**src/rtl/cylon_seq.sv**
```systemverilog
// cylon_seq: slow LED pattern generator (bounce/walk/fill/blink) with startup hold-off,
// run/freeze with single-step and bounce end dwell. Optional comet trail: CYLON_TRAIL_EN.
module cylon_seq #(
    parameter int NLED  = 8,
    parameter int MXPOS = 3,
    parameter int MXPRE = 21,
    parameter int DWELL = 0
) (
    input  logic             clock,
    input  logic             reset_n,
    input  logic [1:0]       mode,
    input  logic             run,
    input  logic             step,
    output logic             tick_out,
    output logic [MXPOS-1:0] pos,
    output logic [NLED-1:0]  q
);

    typedef enum logic [1:0] {ST_INIT = 2'd0, ST_RUN = 2'd1, ST_DWELL = 2'd2} state_t;

    localparam logic [MXPOS-1:0] LAST    = MXPOS'(NLED - 1);
    localparam logic [MXPOS-1:0] ZERO    = '0;
    localparam logic [3:0]       DWELL_C = 4'(DWELL);

    state_t            r_state, w_state_nx;
    logic [MXPRE-1:0]  r_prescaler;
    logic [MXPOS-1:0]  r_pos, w_pos_nx, w_adv_pos;
    logic              r_dir_dn, w_dir_nx, w_adv_dir_dn, w_adv_end;
    logic [3:0]        r_dwell, w_dwell_nx;
    logic [1:0]        r_init_cnt, w_init_nx;
    logic [1:0]        r_mode;
    logic              r_step_d, r_tick_out;
    logic [NLED-1:0]   r_q, w_q_nx;
    logic              w_tick, w_adv, w_mode_chg;
`ifdef CYLON_TRAIL_EN
    logic [MXPOS-1:0]  r_prev_pos, w_prev_nx;
`endif

    assign w_tick     = (r_prescaler == '0);
    assign w_adv      = run ? w_tick : (step & ~r_step_d);
    assign w_mode_chg = (mode != r_mode);

    // Position and direction that one advance would produce in the current mode
    always_comb begin
        w_adv_pos    = r_pos;
        w_adv_dir_dn = r_dir_dn;
        w_adv_end    = 1'b0;
        if (r_pos > LAST) begin
            w_adv_pos    = ZERO;
            w_adv_dir_dn = 1'b0;
        end else begin
            case (r_mode)
                2'd0: begin
                    w_adv_pos    = r_dir_dn ? (r_pos - MXPOS'(1)) : (r_pos + MXPOS'(1));
                    w_adv_end    = (w_adv_pos == LAST) || (w_adv_pos == ZERO);
                    w_adv_dir_dn = w_adv_end ? ~r_dir_dn : r_dir_dn;
                end
                2'd1, 2'd2: w_adv_pos = (r_pos == LAST) ? ZERO : (r_pos + MXPOS'(1));
                2'd3:       w_adv_pos = (r_pos == ZERO) ? MXPOS'(1) : ZERO;
                default:    w_adv_pos = ZERO;
            endcase
        end
    end

    // Next-state logic: hold-off, restart on mode change, advance and dwell
    always_comb begin
        w_state_nx = r_state;
        w_pos_nx   = r_pos;
        w_dir_nx   = r_dir_dn;
        w_dwell_nx = r_dwell;
        w_init_nx  = r_init_cnt;
`ifdef CYLON_TRAIL_EN
        w_prev_nx  = r_prev_pos;
`endif
        case (r_state)
            ST_INIT: begin
                w_pos_nx  = ZERO;
                w_init_nx = r_init_cnt + 2'd1;
`ifdef CYLON_TRAIL_EN
                w_prev_nx = ZERO;
`endif
                if (r_init_cnt == 2'd2) w_state_nx = ST_RUN;
                else                    w_state_nx = ST_INIT;
            end
            ST_RUN, ST_DWELL: begin
                if (w_mode_chg) begin
                    w_state_nx = ST_RUN;
                    w_pos_nx   = ZERO;
                    w_dir_nx   = 1'b0;
                    w_dwell_nx = 4'd0;
`ifdef CYLON_TRAIL_EN
                    w_prev_nx  = ZERO;
`endif
                end else if (w_adv && (r_state == ST_DWELL) && (r_dwell != 4'd0)) begin
                    w_dwell_nx = r_dwell - 4'd1;
                end else if (w_adv) begin
                    w_pos_nx = w_adv_pos;
                    w_dir_nx = w_adv_dir_dn;
`ifdef CYLON_TRAIL_EN
                    w_prev_nx = r_pos;
`endif
                    if ((r_state == ST_RUN) && (r_mode == 2'd0) && (DWELL_C != 4'd0) && w_adv_end) begin
                        w_state_nx = ST_DWELL;
                        w_dwell_nx = DWELL_C;
                    end else begin
                        w_state_nx = ST_RUN;
                    end
                end else begin
                    w_state_nx = r_state;
                end
            end
            default: w_state_nx = ST_INIT;
        endcase
    end

    // LED pattern decode from the registered position
    always_comb begin
        w_q_nx = '0;
        if (r_state == ST_INIT) begin
            w_q_nx = '0;
        end else begin
            for (int i = 0; i < NLED; i++) begin
                case (r_mode)
                    2'd0, 2'd1: begin
                        w_q_nx[i] = (MXPOS'(i) == r_pos);
`ifdef CYLON_TRAIL_EN
                        // In dwell the comet tail folds onto the head
                        if (r_state != ST_DWELL) w_q_nx[i] = w_q_nx[i] | (MXPOS'(i) == r_prev_pos);
                        else                     w_q_nx[i] = w_q_nx[i];
`endif
                    end
                    2'd2:    w_q_nx[i] = (MXPOS'(i) <= r_pos);
                    2'd3:    w_q_nx[i] = (r_pos == ZERO);
                    default: w_q_nx[i] = 1'b0;
                endcase
            end
        end
    end

    // State, position and output registers
    always_ff @(posedge clock or negedge reset_n) begin
        if (!reset_n) begin
            r_state     <= ST_INIT;
            r_prescaler <= '0;
            r_pos       <= '0;
            r_dir_dn    <= 1'b0;
            r_dwell     <= 4'd0;
            r_init_cnt  <= 2'd0;
            r_mode      <= 2'd0;
            r_step_d    <= 1'b0;
            r_tick_out  <= 1'b0;
            r_q         <= '0;
`ifdef CYLON_TRAIL_EN
            r_prev_pos  <= '0;
`endif
        end else begin
            r_state     <= w_state_nx;
            r_prescaler <= r_prescaler + MXPRE'(1);
            r_pos       <= w_pos_nx;
            r_dir_dn    <= w_dir_nx;
            r_dwell     <= w_dwell_nx;
            r_init_cnt  <= w_init_nx;
            r_mode      <= mode;
            r_step_d    <= step;
            r_tick_out  <= w_tick;
            r_q         <= w_q_nx;
`ifdef CYLON_TRAIL_EN
            r_prev_pos  <= w_prev_nx;
`endif
        end
    end

    assign tick_out = r_tick_out;
    assign pos      = r_pos;
    assign q        = r_q;

endmodule

```
**config.mk**
```make
export PLATFORM = sky130hd
export DESIGN_NAME = cylon_seq
export DESIGN_NICKNAME = d
export VERILOG_FILES = /design/src/rtl/cylon_seq.sv
export SDC_FILE = /design/constraint.sdc
export NUM_CORES = 1
export LEC_CHECK = 0
export CORE_MARGIN = 2
export CORE_UTILIZATION = 50
export CTS_CLUSTER_SIZE = 30
export DETAILED_ROUTE_END_ITERATION = 10
export PLACE_DENSITY = 0.71
export SYNTH_ARGS = -nofsm -noshare
export SYNTH_HDL_FRONTEND = slang
export SYNTH_SLANG_ARGS = --single-unit
```
**constraint.sdc**
```tcl
create_clock -name clock -period 4 [get_ports clock]
set_clock_uncertainty 0.2 [all_clocks]
set_input_delay 0.6 -clock clock [delete_from_list [all_inputs] [get_ports clock]]
set_output_delay 0.6 -clock clock [all_outputs]
set_load 0.01 [all_outputs]
```
==> flow_metrics.env <==
export IMPL_timing_setup_tns_ns=0
export IMPL_power_per_cell_area_nw_per_um2=335
export IMPL_synthDominantAreaCellType="dfrtp_1"
export IMPL_avgViaCountPerCell=5.47
export IMPL_dr_total_vias=1445
export IMPL_fin_crit_sh_pct=60.9
export IMPL_dp_slack_ns=1.82
export IMPL_arrival_ns=1.64
export IMPL_async_reset_ff_share_pct=100
export IMPL_drt_pass1_iterations=4
export IMPL_average_routed_wire_per_standard_cell_microns=13.9
export IMPL_drv_slew=0
export IMPL_period_needed_ns=2.44
export IMPL_r2r_slack_ns=1.77
export IMPL_cp_cell_sequence="clkdlybuf4s50_1"
export IMPL_drv_cap=0
export IMPL_die_area_sq_um=4590
export IMPL_ant_nets=0
export IMPL_clock_latency_ns=0.29
export IMPL_htree_levels=2
export IMPL_synth_seq_area_share_pct=49.2
export IMPL_die_width_microns=67.8
export IMPL_layout_cells_most_common="dfrtp_1"
export IMPL_number_of_antenna_violations_at_the_first_check_in_global_routing=0
export IMPL_cts_resized_gates=0
export IMPL_rsz0062_at_grt="no"
export IMPL_timing_worst_setup_path_type="reg2out"
export IMPL_postSynthRegisterBits=40
export IMPL_rows=23
export IMPL_port_buffers=17
export IMPL_critical_path_required_ns=3.20
export IMPL_yosys_top_cells_area="dfrtp_1, ha_1, xnor2_1, nand2_1, xor2_1"
export IMPL_power_switching_w=0.000173
export IMPL_type_of_the_most_critical_hold_path="in2async"
export IMPL_gp_weighted_congestion=0.934
export IMPL_drive_above_1_share_pct=7.01
export IMPL_clk_path_buf_depth=2
export IMPL_postCtsSetupRepairBufs=0
export IMPL_post_dp_cell_area_sq_um=2240
export IMPL_report_final_hold_viol_count=0
export IMPL_io_pins=18
export IMPL_sequentialPowerShare_pct=52.4
export IMPL_place_hpwl_microns=2670
export IMPL_netlist_area_sq_um=2030
export IMPL_p_int_w=0.000617
export IMPL_design_core_area_sq_um=3970
export IMPL_grt_first_pass_wirelength_microns=6220
export IMPL_worst_path_dominant_cell_family="flip-flops"
export IMPL_setup_worst_path_start_class="flop"
export IMPL_multi_input_combinational_cell_area_sq_um=978
export IMPL_area_growth_synth_to_final_pct=15.8
export IMPL_report_power_total_w=0.000790
export IMPL_cpPeakStageDelay_ns=0.70
export IMPL_yosysTopAreaCellShare_pct=49.2
export IMPL_cts_hold_buffers_added=0
export IMPL_layout_area_seq_sq_um=1000
export IMPL_worstMarginPinSlew_ns=0.860
export IMPL_pin_count_of_the_biggest_net_entering_global_routing=41
export IMPL_max_clock_freq_mhz=410
export IMPL_routed_wirelength_microns=3660
export IMPL_cts_tree="yes"
export IMPL_number_of_enable_type_register_cells_in_the_synthesized_netlist=0
export IMPL_largest_fanout_on_the_critical_path=17
export IMPL_layout_cells_most_common_list="dfrtp_1, nand2_1, xnor2_1, clkdlybuf4s50_1, nor2_1"
export IMPL_power_share_clock_pct=41.0
export IMPL_overflow=0
export IMPL_postLayoutCellArea_sq_um=2360
export IMPL_status="completed"
export IMPL_final_critical_path_setup_slack_ns=1.56
export IMPL_groute_usage_overall_pct=18.1
export IMPL_setup_viol_count_final=0
export IMPL_floorplan_die_height_microns=67.8
export IMPL_cp_end_kind="output port"
export IMPL_synth_fp_nets=212
export IMPL_synth_warning_count=0
export IMPL_post_synth_inst_count=193
export IMPL_worst_path_max_delay_cell="dfrtp_1"
export IMPL_p_leak_nw=1.07
export IMPL_ff2ff_path_depth=7
export IMPL_worst_r2r_startpoint="pos[0]$_DFFE_PN0P_"
export IMPL_syn_avg_cell_area_sq_um=10.5
export IMPL_ys_types=40
export IMPL_cp_startpoint="pos[2]$_DFFE_PN0P_"
export IMPL_power_share_switching_pct=21.9
export IMPL_r2r_end="r_dir_dn$_DFFE_PN0P_"
export IMPL_fill_cells=318
export IMPL_first_global_vias=1365
export IMPL_insertedDiodeCount=0
export IMPL_drc=0
export IMPL_clkSinkCount=40
export IMPL_inserted_clock_buffers=5
export IMPL_worst_slew_margin_rel_pct=42.7
export IMPL_final_nets=232
export IMPL_clk_transition_reported_paths_ns=0.08
export IMPL_combinational_cell_fraction_of_total_power_pct=6.6
export IMPL_drt_initial_drc_count=134
export IMPL_floorplan_initialDensity_pct=51.2
export IMPL_ys_flop_type="dfrtp_1"
export IMPL_critical_path_buf_inv_count=1
export IMPL_maximum_resistive_drop_on_vdd_mv=0.248
export IMPL_cts_root_buf="clkbuf_8"
worst register-to-register path, stage by stage, from the launching register on:
cell	delay [ns]
dfrtp_1	0.62
inv_1	0.20
ha_1	0.28
xor2_1	0.21
nand2_1	0.08
o22ai_1	0.15
a31oi_1	0.11
a221o_1	0.26
logic make-up (layout without fill, tap and decap cells):
family,after synthesis,count (layout),synth area share [%]
AO/OA/AOI/OAI,28,28,9.78
multiplexers,3,3,1.60
XOR/XNOR,25,25,10.8
adder cells (fa/ha/maj),13,13,8.00
flip-flops,40,40,49.2
buffers and inverters,14,35,2.71
AND/OR/NAND/NOR,70,70,18.0
state kept, by name, indices dropped and copies added (netlist names):
name / count
r_prescaler: 21
q: 8
r_step_d: 1
r_dir_dn: 1
r_state: 1
pos: 3
r_init_cnt: 2
tick_out: 1
r_mode: 2
cell type report:
| type | instances | share of cell area, % |
|---|---|---|
| multi-input cells | 139 | 41.5 |
| clock buffers | 5 | 2.92 |
| inverters | 10 | 1.59 |
| repair buffers | 17 | 7.01 |
| clock inverters | 3 | 1.81 |
| flip-flops and latches | 40 | 42.5 |
| well taps | 50 | 2.66 |
Yosys cell counts (2+ instances only):
library cell,number
a21oi_1,5
a31oi_1,3
and3_1,2
and4_1,3
buf_2,2
clkbuf_1,2
dfrtp_1,40
ha_1,13
inv_1,10
mux2_1,2
nand2_1,26
nand3_1,10
nand4_1,4
nor2_1,14
nor3_1,2
nor4_1,2
nor4_2,2
o21a_1,2
o21ai_0,4
o22ai_1,2
xnor2_1,16
xor2_1,9
how the worst max path moves through the flow:
stage	endpoint	cells past startpoint
6_report	pos[2]	1
3_5_place_dp	r_dir_dn$_DFFE_PN0P_	7
3_3_place_gp	r_dir_dn$_DFFE_PN0P_	6
5_1_grt	pos[2]	1
4_1_cts	pos[2]	1
2_1_floorplan	r_dir_dn$_DFFE_PN0P_	7
layer usage:
| layer | share of wire (%) | routed length [microns] | global-route usage (%) | up-vias |
|---|---|---|---|---|
| li1 | - | - | - | 706 |
| met1 | 45 | 1640 | 24.1 | 703 |
| met2 | 50 | 1850 | 28.6 | 34 |
| met3 | 3.9 | 142 | 4.00 | 2 |
| met4 | 0.63 | 23 | 7.50 | 0 |
| met5 | 0 | 0 | 0 | - |
power by group through the flow:
stage	registers [W]	clock network, W	logic [W]
after floorplan	0.000424	0	0.0000231
after global placement	0.000422	0	0.0000516
after detailed placement	0.000422	0	0.0000528
after CTS	0.000414	0.000331	0.0000530
after global routing	0.000415	0.000354	0.0000592
final	0.000414	0.000324	0.0000524
metrics by stage:
stage               hold WS (ns)  cells  utilization [%]
floorplan                  0.104    193                -
detailed placement         0.269    256             56.5
global placement           0.260    256             56.5
CTS                        0.248    264             59.3
finish                     0.210    264             59.3
global route               0.286    264             59.3
No activity file was read; power rests on OpenSTA's default activity.
